<file path="config.mk">
export PLATFORM = sky130hd
export DESIGN_NAME = biport_responder
export DESIGN_NICKNAME = d
export VERILOG_FILES = /design/src/rtl/biport_pkg.sv /design/src/rtl/biport_sync.sv /design/src/rtl/biport_responder.sv
export SDC_FILE = /design/constraint.sdc
export NUM_CORES = 1
export LEC_CHECK = 0
export CORE_MARGIN = 10
export CORE_UTILIZATION = 35
export CTS_BUF_LIST = sky130_fd_sc_hd__clkbuf_8 sky130_fd_sc_hd__clkbuf_16
export DETAILED_ROUTE_END_ITERATION = 10
export GPL_ROUTABILITY_DRIVEN = 0
export PLACE_DENSITY_LB_ADDON = 0.08
export SKIP_CTS_REPAIR_TIMING = 1
export SLEW_MARGIN = 20
export SYNTH_ARGS = -nofsm -noshare
export SYNTH_HDL_FRONTEND = slang
export SYNTH_SLANG_ARGS = --single-unit
</file>
<file path="constraint.sdc">
create_clock -name clk -period 3.2 [get_ports clk]
set_input_delay 0.64 -clock clk [delete_from_list [all_inputs] [get_ports clk]]
set_output_delay 0.64 -clock clk [all_outputs]
set_load 0.01 [all_outputs]
</file>
<file path="src/rtl/biport_pkg.sv">
// Shared definitions for the single-wire half-duplex link endpoints.
package biport_pkg;

    localparam int unsigned DATA_BITS = 8;

    // Line levels for framing
    localparam logic START_LVL = 1'b0;
    localparam logic STOP_LVL  = 1'b1;
    localparam logic IDLE_LVL  = 1'b1;

    typedef enum logic [3:0] {
        StIdle,
        StRxStart,
        StRxData,
        StRxStop,
        StWaitRsp,
        StTurn,
        StTxStart,
        StTxData,
        StTxStop
    } state_e;

endpackage

</file>
<file path="src/rtl/biport_sync.sv">
// Two-flop synchronizer for the asynchronous line level; resets to the idle level.
module biport_sync
    import biport_pkg::*;
(
    input  logic clk,
    input  logic rst_n,
    input  logic d,
    output logic q
);

    logic meta_q;

    // Two-stage capture of the asynchronous input
    always_ff @(posedge clk or negedge rst_n) begin
        if (!rst_n) begin
            meta_q <= IDLE_LVL;
            q      <= IDLE_LVL;
        end else begin
            meta_q <= d;
            q      <= meta_q;
        end
    end

endmodule

</file>
<file path="src/rtl/biport_responder.sv">
// Responder end of the single-wire link: receive a request byte, wait for a
// local response, turn the line around and drive the response frame back.
module biport_responder
    import biport_pkg::*;
#(
    parameter int unsigned BIT_CYCLES  = 16,
    parameter int unsigned TURN_CYCLES = 8,
    parameter int unsigned RSP_TIMEOUT = 1024
) (
    input  logic                 clk,
    input  logic                 rst_n,
    input  logic                 data_in,
    output logic                 data_out,
    output logic                 data_en,
    output logic [DATA_BITS-1:0] req_data,
    output logic                 req_valid,
    input  logic [DATA_BITS-1:0] rsp_data,
    input  logic                 rsp_valid,
    output logic                 rsp_ready,
    output logic                 frame_err,
    output logic                 rsp_timeout,
    output logic                 collision,
    output logic                 busy
);

    localparam int unsigned TW  = $clog2(BIT_CYCLES);
    localparam int unsigned WW  = $clog2(RSP_TIMEOUT);
    localparam int unsigned CW  = (TURN_CYCLES > 2) ? $clog2(TURN_CYCLES) : 1;
    localparam int unsigned BW  = $clog2(DATA_BITS);

    // Timer counts down to zero; a load of N-1 gives an N-cycle interval
    localparam logic [TW-1:0] BIT_LOAD  = TW'(BIT_CYCLES - 1);
    localparam logic [TW-1:0] HALF_LOAD = TW'(BIT_CYCLES / 2 - 1);
    // Mid-bit point of a transmitted bit, seen through the synchronizer
    localparam logic [TW-1:0] TX_MID    = TW'(BIT_CYCLES - 1 - BIT_CYCLES / 2);
    localparam logic [WW-1:0] WAIT_LAST = WW'(RSP_TIMEOUT - 1);
    // Handshake cycle counts as the first idle clock before the start bit
    localparam logic [CW-1:0] TURN_LOAD = CW'(TURN_CYCLES - 2);
    localparam logic [BW-1:0] LAST_BIT  = BW'(DATA_BITS - 1);

    state_e               state_q, state_d;
    logic [TW-1:0]        timer_q, timer_d;
    logic [WW-1:0]        wait_cnt_q, wait_cnt_d;
    logic [CW-1:0]        turn_cnt_q, turn_cnt_d;
    logic [BW-1:0]        bit_idx_q, bit_idx_d;
    logic [DATA_BITS-1:0] rx_shift_q, rx_shift_d;
    logic [DATA_BITS-1:0] tx_byte_q, tx_byte_d;
    logic [DATA_BITS-1:0] req_data_q, req_data_d;
    logic                 armed_q, armed_d;
    logic                 req_valid_q, req_valid_d;
    logic                 frame_err_q, frame_err_d;
    logic                 rsp_timeout_q, rsp_timeout_d;
    logic                 collision_q, collision_d;

    logic rx_s;
    logic timer_done;
    logic tx_active;

    biport_sync u_sync (
        .clk   (clk),
        .rst_n (rst_n),
        .d     (data_in),
        .q     (rx_s)
    );

    assign timer_done = (timer_q == '0);
    assign tx_active  = (state_q == StTxStart) || (state_q == StTxData) ||
                        (state_q == StTxStop);

    // Line drive and handshake outputs decoded from the current state
    always_comb begin
        data_en  = tx_active;
        data_out = IDLE_LVL;
        unique case (state_q)
            StTxStart: data_out = START_LVL;
            StTxData:  data_out = tx_byte_q[bit_idx_q];
            StTxStop:  data_out = STOP_LVL;
            default:   data_out = IDLE_LVL;
        endcase
    end

    assign rsp_ready   = (state_q == StWaitRsp);
    assign busy        = (state_q != StIdle);
    assign req_data    = req_data_q;
    assign req_valid   = req_valid_q;
    assign frame_err   = frame_err_q;
    assign rsp_timeout = rsp_timeout_q;
    assign collision   = collision_q;

    // Next-state logic for the frame sequencer
    always_comb begin
        state_d       = state_q;
        timer_d       = timer_q;
        wait_cnt_d    = wait_cnt_q;
        turn_cnt_d    = turn_cnt_q;
        bit_idx_d     = bit_idx_q;
        rx_shift_d    = rx_shift_q;
        tx_byte_d     = tx_byte_q;
        req_data_d    = req_data_q;
        armed_d       = 1'b0;
        req_valid_d   = 1'b0;
        frame_err_d   = 1'b0;
        rsp_timeout_d = 1'b0;
        collision_d   = 1'b0;

        unique case (state_q)
            StIdle: begin
                // Only a high-to-low transition seen while idle counts as a start
                armed_d = armed_q | (rx_s == IDLE_LVL);
                if (armed_q && (rx_s == START_LVL)) begin
                    state_d = StRxStart;
                    timer_d = HALF_LOAD;
                    armed_d = 1'b0;
                end
            end
            StRxStart: begin
                if (timer_done) begin
                    if (rx_s == START_LVL) begin
                        state_d   = StRxData;
                        timer_d   = BIT_LOAD;
                        bit_idx_d = '0;
                    end else begin
                        state_d = StIdle;
                    end
                end else begin
                    timer_d = timer_q - 1'b1;
                end
            end
            StRxData: begin
                if (timer_done) begin
                    rx_shift_d = {rx_s, rx_shift_q[DATA_BITS-1:1]};
                    timer_d    = BIT_LOAD;
                    if (bit_idx_q == LAST_BIT) begin
                        state_d = StRxStop;
                    end else begin
                        bit_idx_d = bit_idx_q + 1'b1;
                    end
                end else begin
                    timer_d = timer_q - 1'b1;
                end
            end
            StRxStop: begin
                if (timer_done) begin
                    if (rx_s == STOP_LVL) begin
                        req_data_d  = rx_shift_q;
                        req_valid_d = 1'b1;
                        wait_cnt_d  = '0;
                        state_d     = StWaitRsp;
                    end else begin
                        frame_err_d = 1'b1;
                        state_d     = StIdle;
                    end
                end else begin
                    timer_d = timer_q - 1'b1;
                end
            end
            StWaitRsp: begin
                // Handshake has priority over expiry in the same cycle
                if (rsp_valid) begin
                    tx_byte_d  = rsp_data;
                    turn_cnt_d = TURN_LOAD;
                    state_d    = StTurn;
                end else if (wait_cnt_q == WAIT_LAST) begin
                    rsp_timeout_d = 1'b1;
                    state_d       = StIdle;
                end else begin
                    wait_cnt_d = wait_cnt_q + 1'b1;
                end
            end
            StTurn: begin
                if (turn_cnt_q == '0) begin
                    state_d = StTxStart;
                    timer_d = BIT_LOAD;
                end else begin
                    turn_cnt_d = turn_cnt_q - 1'b1;
                end
            end
            StTxStart: begin
                if (timer_done) begin
                    state_d   = StTxData;
                    timer_d   = BIT_LOAD;
                    bit_idx_d = '0;
                end else begin
                    timer_d = timer_q - 1'b1;
                end
            end
            StTxData: begin
                if (timer_done) begin
                    timer_d = BIT_LOAD;
                    if (bit_idx_q == LAST_BIT) begin
                        state_d = StTxStop;
                    end else begin
                        bit_idx_d = bit_idx_q + 1'b1;
                    end
                end else begin
                    timer_d = timer_q - 1'b1;
                end
            end
            StTxStop: begin
                if (timer_done) begin
                    state_d = StIdle;
                end else begin
                    timer_d = timer_q - 1'b1;
                end
            end
            default: state_d = StIdle;
        endcase

        // Readback check overrides normal sequencing and releases the line
        if (tx_active && (timer_q == TX_MID) && (rx_s != data_out)) begin
            collision_d = 1'b1;
            state_d     = StIdle;
        end
    end

    // State and datapath registers
    always_ff @(posedge clk or negedge rst_n) begin
        if (!rst_n) begin
            state_q       <= StIdle;
            timer_q       <= '0;
            wait_cnt_q    <= '0;
            turn_cnt_q    <= '0;
            bit_idx_q     <= '0;
            rx_shift_q    <= '0;
            tx_byte_q     <= '0;
            req_data_q    <= '0;
            armed_q       <= 1'b0;
            req_valid_q   <= 1'b0;
            frame_err_q   <= 1'b0;
            rsp_timeout_q <= 1'b0;
            collision_q   <= 1'b0;
        end else begin
            state_q       <= state_d;
            timer_q       <= timer_d;
            wait_cnt_q    <= wait_cnt_d;
            turn_cnt_q    <= turn_cnt_d;
            bit_idx_q     <= bit_idx_d;
            rx_shift_q    <= rx_shift_d;
            tx_byte_q     <= tx_byte_d;
            req_data_q    <= req_data_d;
            armed_q       <= armed_d;
            req_valid_q   <= req_valid_d;
            frame_err_q   <= frame_err_d;
            rsp_timeout_q <= rsp_timeout_d;
            collision_q   <= collision_d;
        end
    end

endmodule

</file>
* After elaboration in Yosys (flattened, before gate mapping) *
Cells that the tools add are included.

word-level totals
  input bits = 12
  flip-flop bits (word level) = 55
  memories = 0
  bits in writable memories = 0
  logic and storage cells = 136
  latch bits = 0
  output and inout bits = 16
  memory bits (read-only) = 0

cells by class
  reductions and logical operators = 24
  multiplexer cells = 52
  multipliers = 0
  eq/ne operators = 38
  div/mod/pow operators = 0
  bitwise operators = 2
  add/sub/neg operators = 4
  shift-type cells = 0
  order comparisons = 1

operators with widths
  operator                                                                 number
  4-bit 2-to-1 mux                                                         19
  10-bit 2-to-1 mux                                                        4
  4-bit one-hot mux with 9 select lines                                    1
  3-bit 2-to-1 mux                                                         8
  2-bit inequality test, second input constant                             12
  3-bit inequality test, second input constant                             7
  4-bit by 3-bit equality test with 1-bit output, second input constant    5
  10-bit one-hot mux with 2 select lines                                   1
  4-bit one-hot mux with 5 select lines                                    1
  1-bit 2-to-1 mux                                                         13
  11-bit AND reduction                                                     1
  10-bit by 1-bit adder with 10-bit output, second input constant          1
  10-bit equality test, second input constant                              1
  5-bit AND reduction                                                      2
  3-bit by 2-bit inequality test with 1-bit output, second input constant  3
  3-bit one-hot mux with 3 select lines                                    1
  4-bit by 2-bit equality test with 1-bit output, second input constant    2
  4-bit zero test                                                          2
  3-bit one-hot mux with 2 select lines                                    1
  3-bit AND reduction                                                      2
  6-bit AND reduction                                                      1
  5-bit nonzero test                                                       1
  4-bit by 1-bit equality test with 1-bit output, second input constant    1
  4-bit equality test, second input constant                               1
  other kinds (23)                                                         30

* Logic depth before layout (Yosys ltp) *
Gate-level depths: netlist (run 1).

  depth in word-level cells = 7
  depth in mapped cells = 9

* By module *
A second synthesis (run 1) with hierarchy kept.

second synthesis, totals
  cell total of the unflattened synthesis = 255
  area total of the unflattened synthesis = 2835.2 sq um

by module, submodules not included
  module            cells an instance  instances  area an instance (sq um)
  biport_responder  253                1          2782.7
  biport_sync       2                  1          52.6

* Worst setup path before layout (run 1) *
Ideal clock, no wire load.

  path type = reg-to-reg
  start = register timer_q[0]
  end = register state_q[3]
  period minus slack after synthesis = 2.416 ns
  library setup time = 0.077 ns
  slack = 0.784 ns
  arrival = 2.338 ns
  stages on the path, launching flop included = 10
  path through = dfrtp_1 inv_1 ha_1 or3b_1 buf_2 o21ai_0 o221ai_1 a2111o_1 or3_1 a21oi_1

on the way
  word-level cells in the longest chain between the ends = 5

ends and longest elaborated chain
  item                                                                                      RTL line                 source
  from (decl)                                                                               biport_responder.sv:42   logic [TW-1:0] timer_q, timer_d;
  from (signal assigned)                                                                    biport_responder.sv:234  timer_q <= timer_d;
  4-bit by 3-bit equality test with 1-bit output                                            biport_responder.sv:210  if (tx_active && (timer_q == TX_MID) && (rx_s != data_out)) begin
  1-bit logical AND (2 in a row)                                                            biport_responder.sv:210
  4-bit by 2-bit inequality test with 1-bit output (no line), or another cell as far along  -
  11-bit AND reduction (no line)                                                            -
  to (signal assigned)                                                                      biport_responder.sv:219  state_q <= StIdle;
  to (signal assigned)                                                                      biport_responder.sv:233  state_q <= state_d;
  to (decl)                                                                                 biport_responder.sv:41   state_e state_q, state_d;

Several ways; a longest one is shown, not always the timed one.
A chain may end at the register's enable or synchronous reset.

* Final worst setup path (run 1) *
  start = register bit_idx_q[0]
  end = output port data_out

on the way
  word-level cells in the longest chain between the ends = 3

ends and longest elaborated chain
  item                                       RTL line                 source
  from (decl)                                biport_responder.sv:45   logic [BW-1:0] bit_idx_q, bit_idx_d;
  from (signal assigned)                     biport_responder.sv:237  bit_idx_q <= bit_idx_d;
  1-bit binary-select mux with 3-bit select  biport_responder.sv:76   StTxData: data_out = tx_byte_q[bit_idx_q];
  1-bit 2-to-1 mux (implied by the code)     biport_responder.sv:76
  1-bit one-hot mux with 2 select lines      biport_responder.sv:74   unique case (state_q)
  to (decl)                                  biport_responder.sv:13   output logic data_out,

Every way passes these cells. The select of a mux whose other input is x is not followed.

==> run_results.csv, run 1 <==
group,metric,value,unit
power_and_ir_drop,irDropWorstVdd,240,uV
placed_design,port_buffers,27,
placed_design,dp_slack,0.598,ns
finish,layout_commonest_cell,"dfrtp_1",
floorplanning,ios,28,
synth,postSynthCellCount,247,
grt,grt_pass1_vias,1956,
drt,vias,1867,
synth,yosys-top-cells-area,"dfrtp_1 (49%), mux2_1 (9.5%), ha_1 (3.2%), nor2_1 (3.2%), nand2_1 (2.6%)",
placed_design,place_area,0.00309,mm^2
timing,setup_slack,0.262,ns
worst_setup_path,critPathSlowestCell,"mux4_2",
placed_design,dp_cells,368,
drt,viasPerCell,4.97,
power_and_ir_drop,power,2.32,mW
worst_setup_path,critPathKind,"reg2out",
finish,area_delta_synth_final,17.1,%
synth,synth_compound_area_frac,0.114,
status,outcome,"completed",
worst_setup_path,slowest_delay,0.54,ns
timing,slew-limit-headroom,0.595,
synth,yosysWarningCount,0,
finish,antenna_cells,0,
drt,ant_nets,0,
synth,async_flop_share,1.00,
clocking,cts_tree,"done",
synth,synth_cell_types,55,
floorplanning,die_y,108,um
drt,wl_per_cell,15.0,um
worst_setup_path,path_cells,"mux4_2 > mux2_2 > a21o_1 > clkdlybuf4s50_1",
synth,synth_top_area_frac,0.487,
worst_setup_path,startpoint_type,"flop",
timing,period_minus_slack,2.94,ns
finish,final_nets,292,
timing,tightest_slew,0.607,ns
clocking,cts_buffer_depth,2,
clocking,cts_inserted_buffers,5,
worst_setup_path,crit_path_end_kind,"primary output",
grt,overflow,0,
synth,synth_top_family_by_area,"simple AND/OR/NAND/NOR gates",
timing,grt_setup_unrepaired,"false",
synth,post-synth-top-area-cell,"dfrtp_1",
synth,avgSynthCellArea,11.0,um^2
power_and_ir_drop,powerDensity,726,mW/mm^2
synth,yosys-mux-area-fraction,0.127,
worst_setup_path,r2r-start,"timer_q[0]",
synth,synth_edf_count,0,
drt,drcViolationCount,0,
synth,ys_ff_latch,55,
drt,drt-pass1-iter-count,4,
worst_setup_path,path_max_fanout,5,
worst_setup_path,cp.arrival,2.30,ns
floorplanning,core-area,0.00765,mm^2
clocking,root_buffer,"clkbuf_8",
hold_path,hold_class,"in2async",
grt,track_usage,0.102,
finish,drive_gt1_frac,0.0949,
drt,wirelength,5.65,mm
worst_setup_path,crit_start,"bit_idx_q[0]",
synth,syn_area,0.00273,mm^2
placed_design,dp_hpwl,4.14,mm
finish,design_area,0.00319,mm^2
clocking,clk_pin_slew_worst_paths,0.11,ns
clocking,cts.htree.levels,2,
synth,seq_area_frac_synth,0.506,
synth,syn_nets,266,
synth,synth_xor_area_frac,0.0289,
timing,fin_crit_sh,0.918,
clocking,clock_sinks,55,
synth,synthAdderAreaFrac,0.0321,
grt,grt_start_max_net_pins,23,
timing,setup_viol,0,
finish,final_cells,376,
synth,yosys_most_used_dff,"dfrtp_1",
timing,holdWs,0.263,ns
timing,fin_skew,0.0124,ns
timing,final_hold_viol_count,0,
grt,grt_first_pass_wirelength,9.56,mm
power_and_ir_drop,leakagePower,1.45,nW
timing,timing.fmax,340,MHz
timing,fin_tns_setup,0,ns
floorplanning,die_area,0.0117,mm^2
synth,synth-simple-area-share,0.157,
finish,utilization,0.417,
worst_setup_path,path_buf_inv,1,
drt,drt_iter0_drc,73,
finish,layout_common_cells,"dfrtp_1 (53), clkdlybuf4s50_1 (26), nor2_1 (23), mux2_1 (23), nand2_1 (19)",
grt,grt_antenna_before_repair,0,
worst_setup_path,crit_family,"multiplexers",
timing,drv_slew,0,
floorplanning,start_util,0.356,
floorplanning,num_rows,32,
floorplanning,die_w,108,um
worst_setup_path,critPathRequiredTime,2.56,ns
clocking,clk_latency,0.32,ns
job,cap_violations,0,
[logic make-up (layout without fill, tap and decap cells)]
kind of cell / count (synthesis) / in the layout
compound gates: 44 / 44
xor+xnor: 9 / 9
fa+ha+maj: 7 / 7
buf+inv: 22 / 49
flops: 55 / 55
mux: 29 / 29
simple gates: 81 / 81
[worst register-to-register path, delay by kind of cell (launching register included)]
| kind | cells | cell delay, ns |
|---|---|---|
| compound gates | 4 | 1.00 |
| fa+ha+maj | 1 | 0.19 |
| buf+inv | 1 | 0.08 |
| flops | 1 | 0.43 |
| simple gates | 2 | 0.83 |
[layout make-up]
class / instances / area (um^2)
Clock inverter: 2 / 20.0
Multi-Input combinational cell: 170 / 1250
Sequential cell: 55 / 1380
Inverter: 11 / 41.3
Fill cell: 750 / 4460
Timing Repair Buffer: 30 / 288
Clock buffer: 6 / 82.6
Tap cell: 102 / 128
[report_power, final]
| group | total, mW | internal (mW) | switching [mW] |
|---|---|---|---|
| clock | 0.430 | 0.183 | 0.247 |
| sequential | 1.04 | 0.846 | 0.196 |
| combinational | 0.846 | 0.422 | 0.424 |
| total | 2.32 | 1.45 | 0.868 |
[synthesized netlist by cell type, drive strengths merged, types with 2 or more instances]
cell    instances
a21o            4
a21oi           8
and2            2
and3            2
and4            2
buf             3
clkbuf          8
dfrtp          53
dfstp           2
ha              7
inv            11
mux2           25
mux2i           2
mux4            2
nand2          19
nand2b          3
nand3           4
nand3b          2
nor2           23
nor2b           6
nor3            4
nor3b           3
o211ai          2
o21ai          14
o22ai           3
or3             2
or3b            2
xnor2           7
xor2            2
[registers in the layout, indices dropped and copies added, names as in the netlist, 3 cells and up]
| register | count |
|---|---|
| tx_byte_q | 8 |
| timer_q | 4 |
| bit_idx_q | 3 |
| state_q | 4 |
| wait_cnt_q | 10 |
| turn_cnt_q | 3 |
| rx_shift_q | 8 |
| req_data | 8 |
[worst paths after layout]
path | end | slack (ns) | cells after the start
hold / removal | tx_byte_q[0] | 0.26 | 1
hold reg to reg | u_sync.q | 0.36 | 0
setup / recovery | data_out | 0.26 | 4
min in group clk | u_sync.q | 0.36 | 0
setup reg to reg | state_q[3] | 0.59 | 8
max in group asynchronous | u_sync.meta_q | 2.24 | 2
[per-layer routing]
layer  vias to the layer above  wire (um)  GRT usage
li1                        936          -          -
met1                       891       2760      0.129
met2                        31       2520      0.158
met3                         9        300     0.0321
met4                         0         72     0.0372
met5                         -          0          0
No activity file was read; power rests on OpenSTA's default activity.
==> run 2: changes to the inputs <==
CORE_UTILIZATION = 40   (was 35)
==> run 2 against run 1 <==
  * Worst setup slack improved by 0.035 ns
  * Total power is 2.0% higher
  * Sequential cell count did not move
  * Clock power rose by 11%
  * Register-to-register slack hardly changed
  * Cell area fell by 0.16%
  * Critical path depth unchanged
  * Final cell count fell by 5.6%
  * Global-route usage is 0.89 points higher
  * Hold slack improved by 0.046 ns
  * Critical endpoint unchanged
  * Largest power group unchanged
==> run_results.csv, run 2 (synthesis results as in run 1) <==
group,metric,value,unit
timing,final_hold_viol_count,0,
floorplanning,ios,28,
clocking,cts_tree,"done",
placed_design,port_buffers,27,
floorplanning,start_util,0.406,
drt,wl_per_cell,15.1,um
timing,slew-limit-headroom,0.595,
power_and_ir_drop,p_seq_frac,0.438,
clocking,clock_sinks,55,
grt,grt_first_pass_wirelength,9.25,mm
finish,area_delta_synth_final,16.9,%
power_and_ir_drop,switching_share,0.362,
drt,drt_iter0_drc,46,
finish,final_cells,355,
power_and_ir_drop,irDropWorstVdd,287,uV
grt,track_usage,0.111,
timing,setup_viol,0,
power_and_ir_drop,powerDensity,742,mW/mm^2
finish,top_register,"wait_cnt_q",
worst_setup_path,path_max_fanout,5,
power_and_ir_drop,internal-power,1.51,mW
placed_design,dp_hpwl,3.81,mm
floorplanning,die_w,103,um
clocking,cts_buffer_depth,2,
timing,fin_crit_sh,0.907,
floorplanning,die_y,103,um
worst_setup_path,critPathRequiredTime,2.56,ns
power_and_ir_drop,combPwrFrac,0.360,
grt,grt_start_max_net_pins,46,
worst_setup_path,startpoint_type,"flop",
power_and_ir_drop,leakagePower,1.46,nW
placed_design,dp_slack,0.619,ns
drt,ant_nets,0,
drt,wirelength,5.35,mm
worst_setup_path,cp.arrival,2.26,ns
clocking,cts_inserted_buffers,5,
power_and_ir_drop,clkPwrFrac,0.202,
timing,holdWs,0.309,ns
worst_setup_path,r2r-end,"state_q[3]",
finish,largest_reg_flops,10,
grt,overflow,0,
drt,viasPerCell,5.21,
finish,layout_common_cells,"dfrtp_1 (53), clkdlybuf4s50_1 (26), nor2_1 (23), mux2_1 (23), nand2_1 (19)",
power_and_ir_drop,netSwitchingPower,857,uW
worst_setup_path,crit_path_end_kind,"primary output",
clocking,clk_latency,0.31,ns
timing,setup_slack,0.297,ns
floorplanning,die_area,0.0105,mm^2
drt,drt-pass1-iter-count,4,
timing,grt_setup_unrepaired,"false",
worst_setup_path,critPathKind,"reg2out",
hold_path,hold_class,"in2async",
placed_design,dp_cells,347,
status,outcome,"completed",
timing,fin_tns_setup,0,ns
timing,fin_skew,0.00769,ns
floorplanning,num_rows,30,
finish,drive_gt1_frac,0.0982,
job,cap_violations,0,
worst_setup_path,rr_worst_depth,8,
grt,grt_pass1_vias,1872,
finish,final_nets,293,
finish,utilization,0.474,
floorplanning,core-area,0.00672,mm^2
drt,drcViolationCount,0,
drt,vias,1850,
timing,period_minus_slack,2.90,ns
worst_setup_path,r2r-start,"timer_q[0]",
timing,tightest_slew,0.608,ns
timing,drv_slew,0,
finish,layout_commonest_cell,"dfrtp_1",
clocking,cts.htree.levels,2,
finish,antenna_cells,0,
clocking,clk_pin_slew_worst_paths,0.10,ns
clocking,root_buffer,"clkbuf_8",
timing,timing.fmax,344,MHz
worst_setup_path,reg2reg_slack,0.60,ns
grt,grt_antenna_before_repair,0,
==> run 2: power by group through the flow <==
| stage | Clock (mW) | Sequential (mW) | Combinational (mW) |
|---|---|---|---|
| 2_1_floorplan | 0 | 0.949 | 0.721 |
| 3_3_place_gp | 0 | 1.05 | 0.854 |
| 3_5_place_dp | 0 | 1.05 | 0.857 |
| 4_1_cts | 0.495 | 1.04 | 0.859 |
| 5_1_grt | 0.527 | 1.07 | 0.968 |
| 6_report | 0.478 | 1.04 | 0.851 |
==> run 2: critical path, stage by stage (launching register included) <==
cell and delay (ns):
dfrtp_1 0.46, mux4_2 0.52, mux2_2 0.29, a21o_1 0.21, clkdlybuf4s50_1 0.48
==> run 2: how the worst max path moves through the flow <==
stage / startpoint / to / slack, ns / cells after the start
floorplan: timer_q[0] / state_q[3] / 0.78 / 9
global placement: bit_idx_q[0] / data_out / 0.65 / 4
detailed placement: bit_idx_q[0] / data_out / 0.62 / 4
CTS: bit_idx_q[0] / data_out / 0.26 / 4
global route: bit_idx_q[0] / data_out / 0.18 / 4
finish: bit_idx_q[0] / data_out / 0.30 / 4
==> run 2: layout make-up <==
cell class,count,area (um^2)
Sequential cell,55,1380
Timing Repair Buffer,31,298
Clock inverter,3,46.3
Clock buffer,5,68.8
Inverter,11,41.3
Multi-Input combinational cell,170,1250
Tap cell,80,100
Fill cell,601,3530
==> run 2: through the flow <==
step | area [um^2] | power (mW)
detailed placement | 3070 | 1.91
CTS | 3180 | 2.39
global route | 3190 | 2.57
finish | 3190 | 2.37
floorplan | 2730 | 1.67
global placement | 3070 | 1.90
==> run 2: metal layers <==
layer | wire length [um] | global-route usage | share of wire | up-vias
met3 | 236 | 0.0322 | 0.044 | 6
met2 | 2390 | 0.170 | 0.45 | 28
met1 | 2670 | 0.146 | 0.50 | 888
li1 | - | - | - | 928
met4 | 55 | 0.0347 | 0.010 | 0
met5 | 0 | 0 | 0 | -
